### src/rtl/bsg_dff_skid_width_p4.sv
// Two-entry registered elastic pipeline stage with valid/ready handshaking.
//
// Handshake: the producer transfers data_i on a rising edge iff v_i & ready_o;
// the consumer takes data_o on a rising edge iff yumi_i & v_o. ready_o, v_o,
// els_o and data_o come only from registers, so there is no combinational
// path from any input to any output.
module bsg_dff_skid_width_p4 #(
    parameter int width_p = 4
) (
    input  logic               clk_i,
    input  logic               reset_n_i,
    input  logic               v_i,
    input  logic [width_p-1:0] data_i,
    output logic               ready_o,
    output logic               v_o,
    output logic [width_p-1:0] data_o,
    input  logic               yumi_i,
    output logic [1:0]         els_o,
    output logic [1:0]         dbg_state_o
);

    localparam logic [1:0] ST_EMPTY = 2'd0;
    localparam logic [1:0] ST_ONE   = 2'd1;
    localparam logic [1:0] ST_TWO   = 2'd2;

    logic [1:0]         state_q, state_d;
    logic [width_p-1:0] main_q, main_d;
    logic [width_p-1:0] skid_q, skid_d;
    logic               enq, deq;

    // Output decode depends on registered state only.
    always_comb begin
        v_o         = 1'b0;
        ready_o     = 1'b1;
        els_o       = 2'd0;
        case (state_q)
            ST_ONE: begin
                v_o     = 1'b1;
                ready_o = 1'b1;
                els_o   = 2'd1;
            end
            ST_TWO: begin
                v_o     = 1'b1;
                ready_o = 1'b0;
                els_o   = 2'd2;
            end
            default: begin
                v_o     = 1'b0;
                ready_o = 1'b1;
                els_o   = 2'd0;
            end
        endcase
        data_o      = main_q;
        dbg_state_o = state_q;
    end

    // Next-state and data-path selection; skid always holds the younger entry.
    always_comb begin
        enq     = v_i & ready_o;
        deq     = yumi_i & v_o;
        state_d = state_q;
        main_d  = main_q;
        skid_d  = skid_q;
        case (state_q)
            ST_EMPTY: begin
                if (enq) begin
                    state_d = ST_ONE;
                    main_d  = data_i;
                end
            end
            ST_ONE: begin
                if (enq && deq) begin
                    main_d = data_i;
                end else if (enq) begin
                    state_d = ST_TWO;
                    skid_d  = data_i;
                end else if (deq) begin
                    state_d = ST_EMPTY;
                end
            end
            ST_TWO: begin
                if (deq) begin
                    state_d = ST_ONE;
                    main_d  = skid_q;
                end
            end
            default: begin
                // Unreachable encoding: recover to an empty buffer.
                state_d = ST_EMPTY;
            end
        endcase
    end

    // State and storage registers, cleared asynchronously by reset.
    always_ff @(posedge clk_i or negedge reset_n_i) begin
        if (!reset_n_i) begin
            state_q <= ST_EMPTY;
            main_q  <= '0;
            skid_q  <= '0;
        end else begin
            state_q <= state_d;
            main_q  <= main_d;
            skid_q  <= skid_d;
        end
    end

endmodule

### config.mk
export PLATFORM = sky130hd
export DESIGN_NAME = bsg_dff_skid_width_p4
export DESIGN_NICKNAME = d
export VERILOG_FILES = /design/src/rtl/bsg_dff_skid_width_p4.sv
export SDC_FILE = /design/constraint.sdc
export NUM_CORES = 1
export LEC_CHECK = 0
export BUFFER_PORTS_ARGS = -buffer_cell sky130_fd_sc_hd__buf_4
export CORE_MARGIN = 2
export CORE_UTILIZATION = 29
export DETAILED_ROUTE_END_ITERATION = 12
export PLACE_DENSITY_LB_ADDON = 0.2
export SYNTH_ARGS = -nofsm -noshare
export SYNTH_HDL_FRONTEND = slang
export SYNTH_SLANG_ARGS = --single-unit
### constraint.sdc
create_clock -name clk_i -period 4 [get_ports clk_i]
set_input_delay 0.4 -clock clk_i [delete_from_list [all_inputs] [get_ports clk_i]]
set_output_delay 0.4 -clock clk_i [all_outputs]
set_load 0.01 [all_outputs]
# Word-level counts from Yosys, hierarchy flattened
# Index checks and enable logic that the tools add are counted.
# totals
regBits	10
elab_cells	33
# op_classes
n_eq_ne	7
muxes	13
bitwise_logic	3
n_reduce_logical	7
# ops
cell	n
4-bit two-way mux	3
4-bit case mux with 3 select lines	1
2-bit two-way mux	5
2-bit != test (second input constant)	4
4-bit AND reduction	2
2-bit case mux with 3 select lines	1
2-bit case mux with 2 select lines	1
3-bit != test (second input constant)	1
3-bit AND reduction	1
3-bit nonzero test	1
1-bit bitwise AND	2
2-bit by 1-bit equality test with 1-bit output (second input constant)	1
2-bit equality test (second input constant)	1
2-bit logical NOT	1
1-bit two-way mux	2
2-bit OR reduction	1
1-bit logical AND	1
1-bit inverter	1

# Longest topological paths before layout
# depth
ltp_word	8
mapped_depth	7
ltp_nobuf	6

# Worst setup path before layout
# No wires, ideal clock.
# synth_timing
path_type	register to register
startpoint	register state_q[0] (netlist: dbg_state_o[0])
endpoint	register main_q[0] (netlist: data_o[0])
t_arrival_ns	1.783
setup_slack_ns	2.089
stages_incl_launch_ff	6
path_buffers	0
path_cell_list	dfrtp_1 inv_1 ha_1 and4b_4 a221oi_2 mux2_1
# synth_via
elab_chain_cells	7
word_cells_on_any_way	15
cone_classes	5 x eq/ne; 3 x mux; 2 x bitwise; 5 x reduce/logical
# synth_lines
item	line	text
from (decl)	26	logic [1:0] state_q, state_d;
from (signal assigned)	101	state_q <= state_d;
2-bit equality test or 2-bit by 1-bit equality test with 1-bit output (tied branches)	36	case (state_q)
2-bit OR reduction (no source line) *	--	
1-bit two-way mux *	36	
via v_o	15	output logic v_o,
1-bit bitwise AND *	60	deq = yumi_i & v_o;
1-bit logical AND	72	if (enq && deq) begin
2-bit != test (no source line)	--	
4-bit AND reduction (no source line) *	--	
to (signal assigned)	102	main_q <= main_d;
to (decl)	27	logic [width_p-1:0] main_q, main_d;
# The timed path passes the listed nets; every way through them passes the cells marked *.
# A chain may end at the register's enable or synchronous reset.

# Worst setup path after layout
# layout_timing
startpoint	register state_q[0] (netlist: dbg_state_o[0])
endpoint	register main_q[1] (netlist: data_o[1])
# layout_via
elab_chain_cells	7
word_cells_on_any_way	15
cone_classes	5 x eq/ne; 3 x mux; 2 x bitwise; 5 x reduce/logical
# layout_lines
item	line
2-bit equality test or 2-bit by 1-bit equality test with 1-bit output (tied branches)	36, 64
2-bit OR reduction (no source line)	--
1-bit two-way mux	36
1-bit bitwise AND	60
1-bit logical AND	72
2-bit != test (no source line)	--
4-bit AND reduction (no source line)	--
# Parallel ways exist; a longest one is shown, timed or not.

==> results.py <==
metrics = {
    "status": {
        "outcome": "finished clean",
    },
    "grt": {
        "grt_usage_pct": 10.7,
        "antenna_found_initial": 0,
        "grt_overflow": 0,
        "grt_max_degree": 11,
        "grt_pass1_vias": 441,
        "grt_pass1_wl_mm": 1.93,
    },
    "placement": {
        "hpwl_um": 832,
        "dp_cells": 90,
        "io_buffers": 17,
        "gp_congestion": 0.832,
        "post-place-ws_ns": 1.94,
        "dpl_cell_area_um2": 728,
    },
    "timing": {
        "slew_headroom_pct": 71.9,
        "setup_tns_ns": 0,
        "min_period_ns": 2.05,
        "fmax_mhz": 488,
        "hold_viol_final": 0,
        "period_share_pct": 51.2,
        "tightest_slew_ns": 0.421,
        "finalHoldWorstSlack_ns": 0.381,
        "grt_setup_unrepaired": "false",
        "fin_skew_ns": 0.00148,
        "worst_slack_ns": 1.95,
        "drv_slew": 0,
        "setup_viol_count_final": 0,
    },
    "setup_path": {
        "cp_slowest_cell": "dfrtp_1",
        "crit_fanout": 9,
        "crit_type": "reg2reg",
        "path_cells": "inv_1, ha_1, and4b_4, a221oi_2, mux2_1",
        "reg2regPathDepth": 5,
        "r2r_start": "dbg_state_o[0]",
        "reg2reg_slack_ns": 1.95,
        "crit_arrival_ns": 2.19,
        "required_ns": 4.14,
        "crit_path_end": "data_o[1]",
        "cp-end-kind": "flip-flop",
        "startpoint": "dbg_state_o[0]",
        "critPathLaunchType": "flip-flop",
        "slowest_delay_ns": 0.41,
        "r2r_end": "data_o[1]",
    },
    "cells_and_area": {
        "post-route-util_pct": 39.6,
        "fin_cells": 94,
        "nets": 81,
        "antenna_cells": 0,
        "fillCellCount": 211,
        "drive_gt1_share_pct": 44.8,
        "postLayoutCellArea_um2": 761,
        "syn_to_final_growth_pct": 30.5,
    },
    "hold_path": {
        "hold_class": "in2reg",
        "min_from": "data_i[0]",
    },
    "synthesis": {
        "synth_cells": 48,
        "synth_top_area_share_pct": 42.9,
        "synth_cell_types": 20,
        "syn_nets": 60,
        "synth_common_cells": "dfrtp_1, mux2_2, inv_1",
        "yosys_warnings": 0,
        "yosys.area_share.simple_pct": 8.37,
        "async_flop_share_pct": 100,
        "synth_xor_area_share_pct": 1.50,
        "yosysMostFrequentCell": "dfrtp_1",
        "synth-seq-cells": 10,
        "synth_top_family_by_area": "multiplexers",
        "synth_ff_type": "dfrtp_1",
        "synth_edf_count": 0,
        "syn_area_per_cell_um2": 12.1,
        "synth-seq-area-share_pct": 42.9,
        "yosys.area.top_type": "dfrtp_1",
        "synth_compound_area_share_pct": 9.44,
        "synthMuxAreaShare_pct": 23.2,
        "mappedNetlistArea_um2": 583,
        "synth.area.top_cells": "dfrtp_1, mux2_2, ha_1",
        "synth_adder_area_share_pct": 8.58,
    },
    "floorplanning": {
        "io_pins": 18,
        "core_um2": 1920,
        "start_util_pct": 30.3,
        "dieArea_um2": 2390,
        "fp.dieW_um": 48.8,
        "rows": 16,
        "die_y_um": 48.8,
    },
    "clock_tree": {
        "root_buffer": "clkbuf_4",
        "clkLatencyLatePin_ns": 0.26,
        "clockBufferDepth": 2,
        "clock_sinks": 10,
        "cts.clk_slew.worst_paths_ns": 0.06,
        "cts_tree": "yes",
        "cts_buffers": 3,
        "cts_max_level": 1,
    },
    "pwr": {
        "peakVddDrop_mv": 0.315,
        "power_mw": 0.556,
        "leakagePower_nw": 0.349,
        "p_per_area_nw_per_um2": 730,
    },
    "routing": {
        "highest_layer": "met4",
        "drt_iter0_drc": 4,
        "vias_per_cell": 4.50,
        "ant_nets": 0,
        "met2_length_um": 448,
        "met1_length_um": 560,
        "vias": 423,
        "wirelength_mm": 1.09,
        "wl_met3_um": 68,
        "first_pass_iters": 4,
        "drc": 0,
        "wl_per_cell_um": 11.6,
    },
    "run": {
        "cap_violations": 0,
    },
}
## placed cells by master (no fill, tap or decap), drive strengths merged
| master | n |
|---|---|
| xor2 | 1 |
| nand2 | 1 |
| a211oi | 1 |
| nor2 | 1 |
| dlygate4sd3 | 1 |
| a221oi | 1 |
| and4b | 1 |
| a22o | 1 |
| nor2b | 2 |
| o221ai | 1 |
| nor4b | 1 |
| and3 | 1 |
| dfrtp | 10 |
| mux2 | 12 |
| clkbuf | 3 |
| inv | 5 |
| a21oi | 2 |
| buf | 17 |
| ha | 4 |
| o21ai | 1 |
## sequential cells by signal (all words and copies together) (netlist names)
name	cells
skid_q	4
data_o	4
dbg_state_o	2
## what timing repair did
action	in CTS	in global routing
buffers inserted	0	0
endpoints found under the hold margin	10	0
hold buffers	1	0
gates resized for setup	0	0
## cell families after synthesis
group	Yosys count
flip-flops	10
AO/OA/AOI/OAI	7
buffers and inverters	7
XOR/XNOR	1
multiplexers	12
adder cells (fa/ha/maj)	4
AND/OR/NAND/NOR	7
## worst max-delay path, delay by kind of cell, from the launching register on
kind | cells | cell delay (ns)
AO/OA/AOI/OAI | 1 | 0.40
buffers and inverters | 1 | 0.11
adder cells (fa/ha/maj) | 1 | 0.37
multiplexers | 1 | 0.37
flip-flops | 1 | 0.41
AND/OR/NAND/NOR | 1 | 0.26
## power breakdown
part / leakage [nW] / internal, mW / total, mW / switching [mW]
clock network: 0.0138 / 0.0346 / 0.0661 / 0.0314
registers: 0.120 / 0.153 / 0.182 / 0.0297
logic: 0.215 / 0.163 / 0.307 / 0.144
total: 0.349 / 0.351 / 0.556 / 0.205
## area by class of cell
type,count,area (um^2),area share [%]
Inverter,5,18.8,2.47
Tap cell,27,33.8,4.44
Sequential cell,10,250,32.9
Multi-Input combinational cell,31,298,39.1
Clock buffer,3,22.5,2.96
Timing Repair Buffer,18,138,18.1
## how the worst min path moves through the flow
stage | endpoint | slack [ns] | cells past startpoint
6_report | skid_q[0] | 0.38 | 2
5_1_grt | skid_q[1] | 0.37 | 2
4_1_cts | skid_q[0] | 0.37 | 2
3_5_place_dp | data_o[1] | 0.23 | 1
3_3_place_gp | skid_q[1] | 0.24 | 1
2_1_floorplan | data_o[0] | 0.10 | 0
## layer usage
metal / up-vias / track usage, %
met5: - / 0
li1: 212 / -
met1: 192 / 14.8
met2: 17 / 13.5
met3: 2 / 3.07
met4: 0 / 8.57
Power figures use the tool's default switching activity.
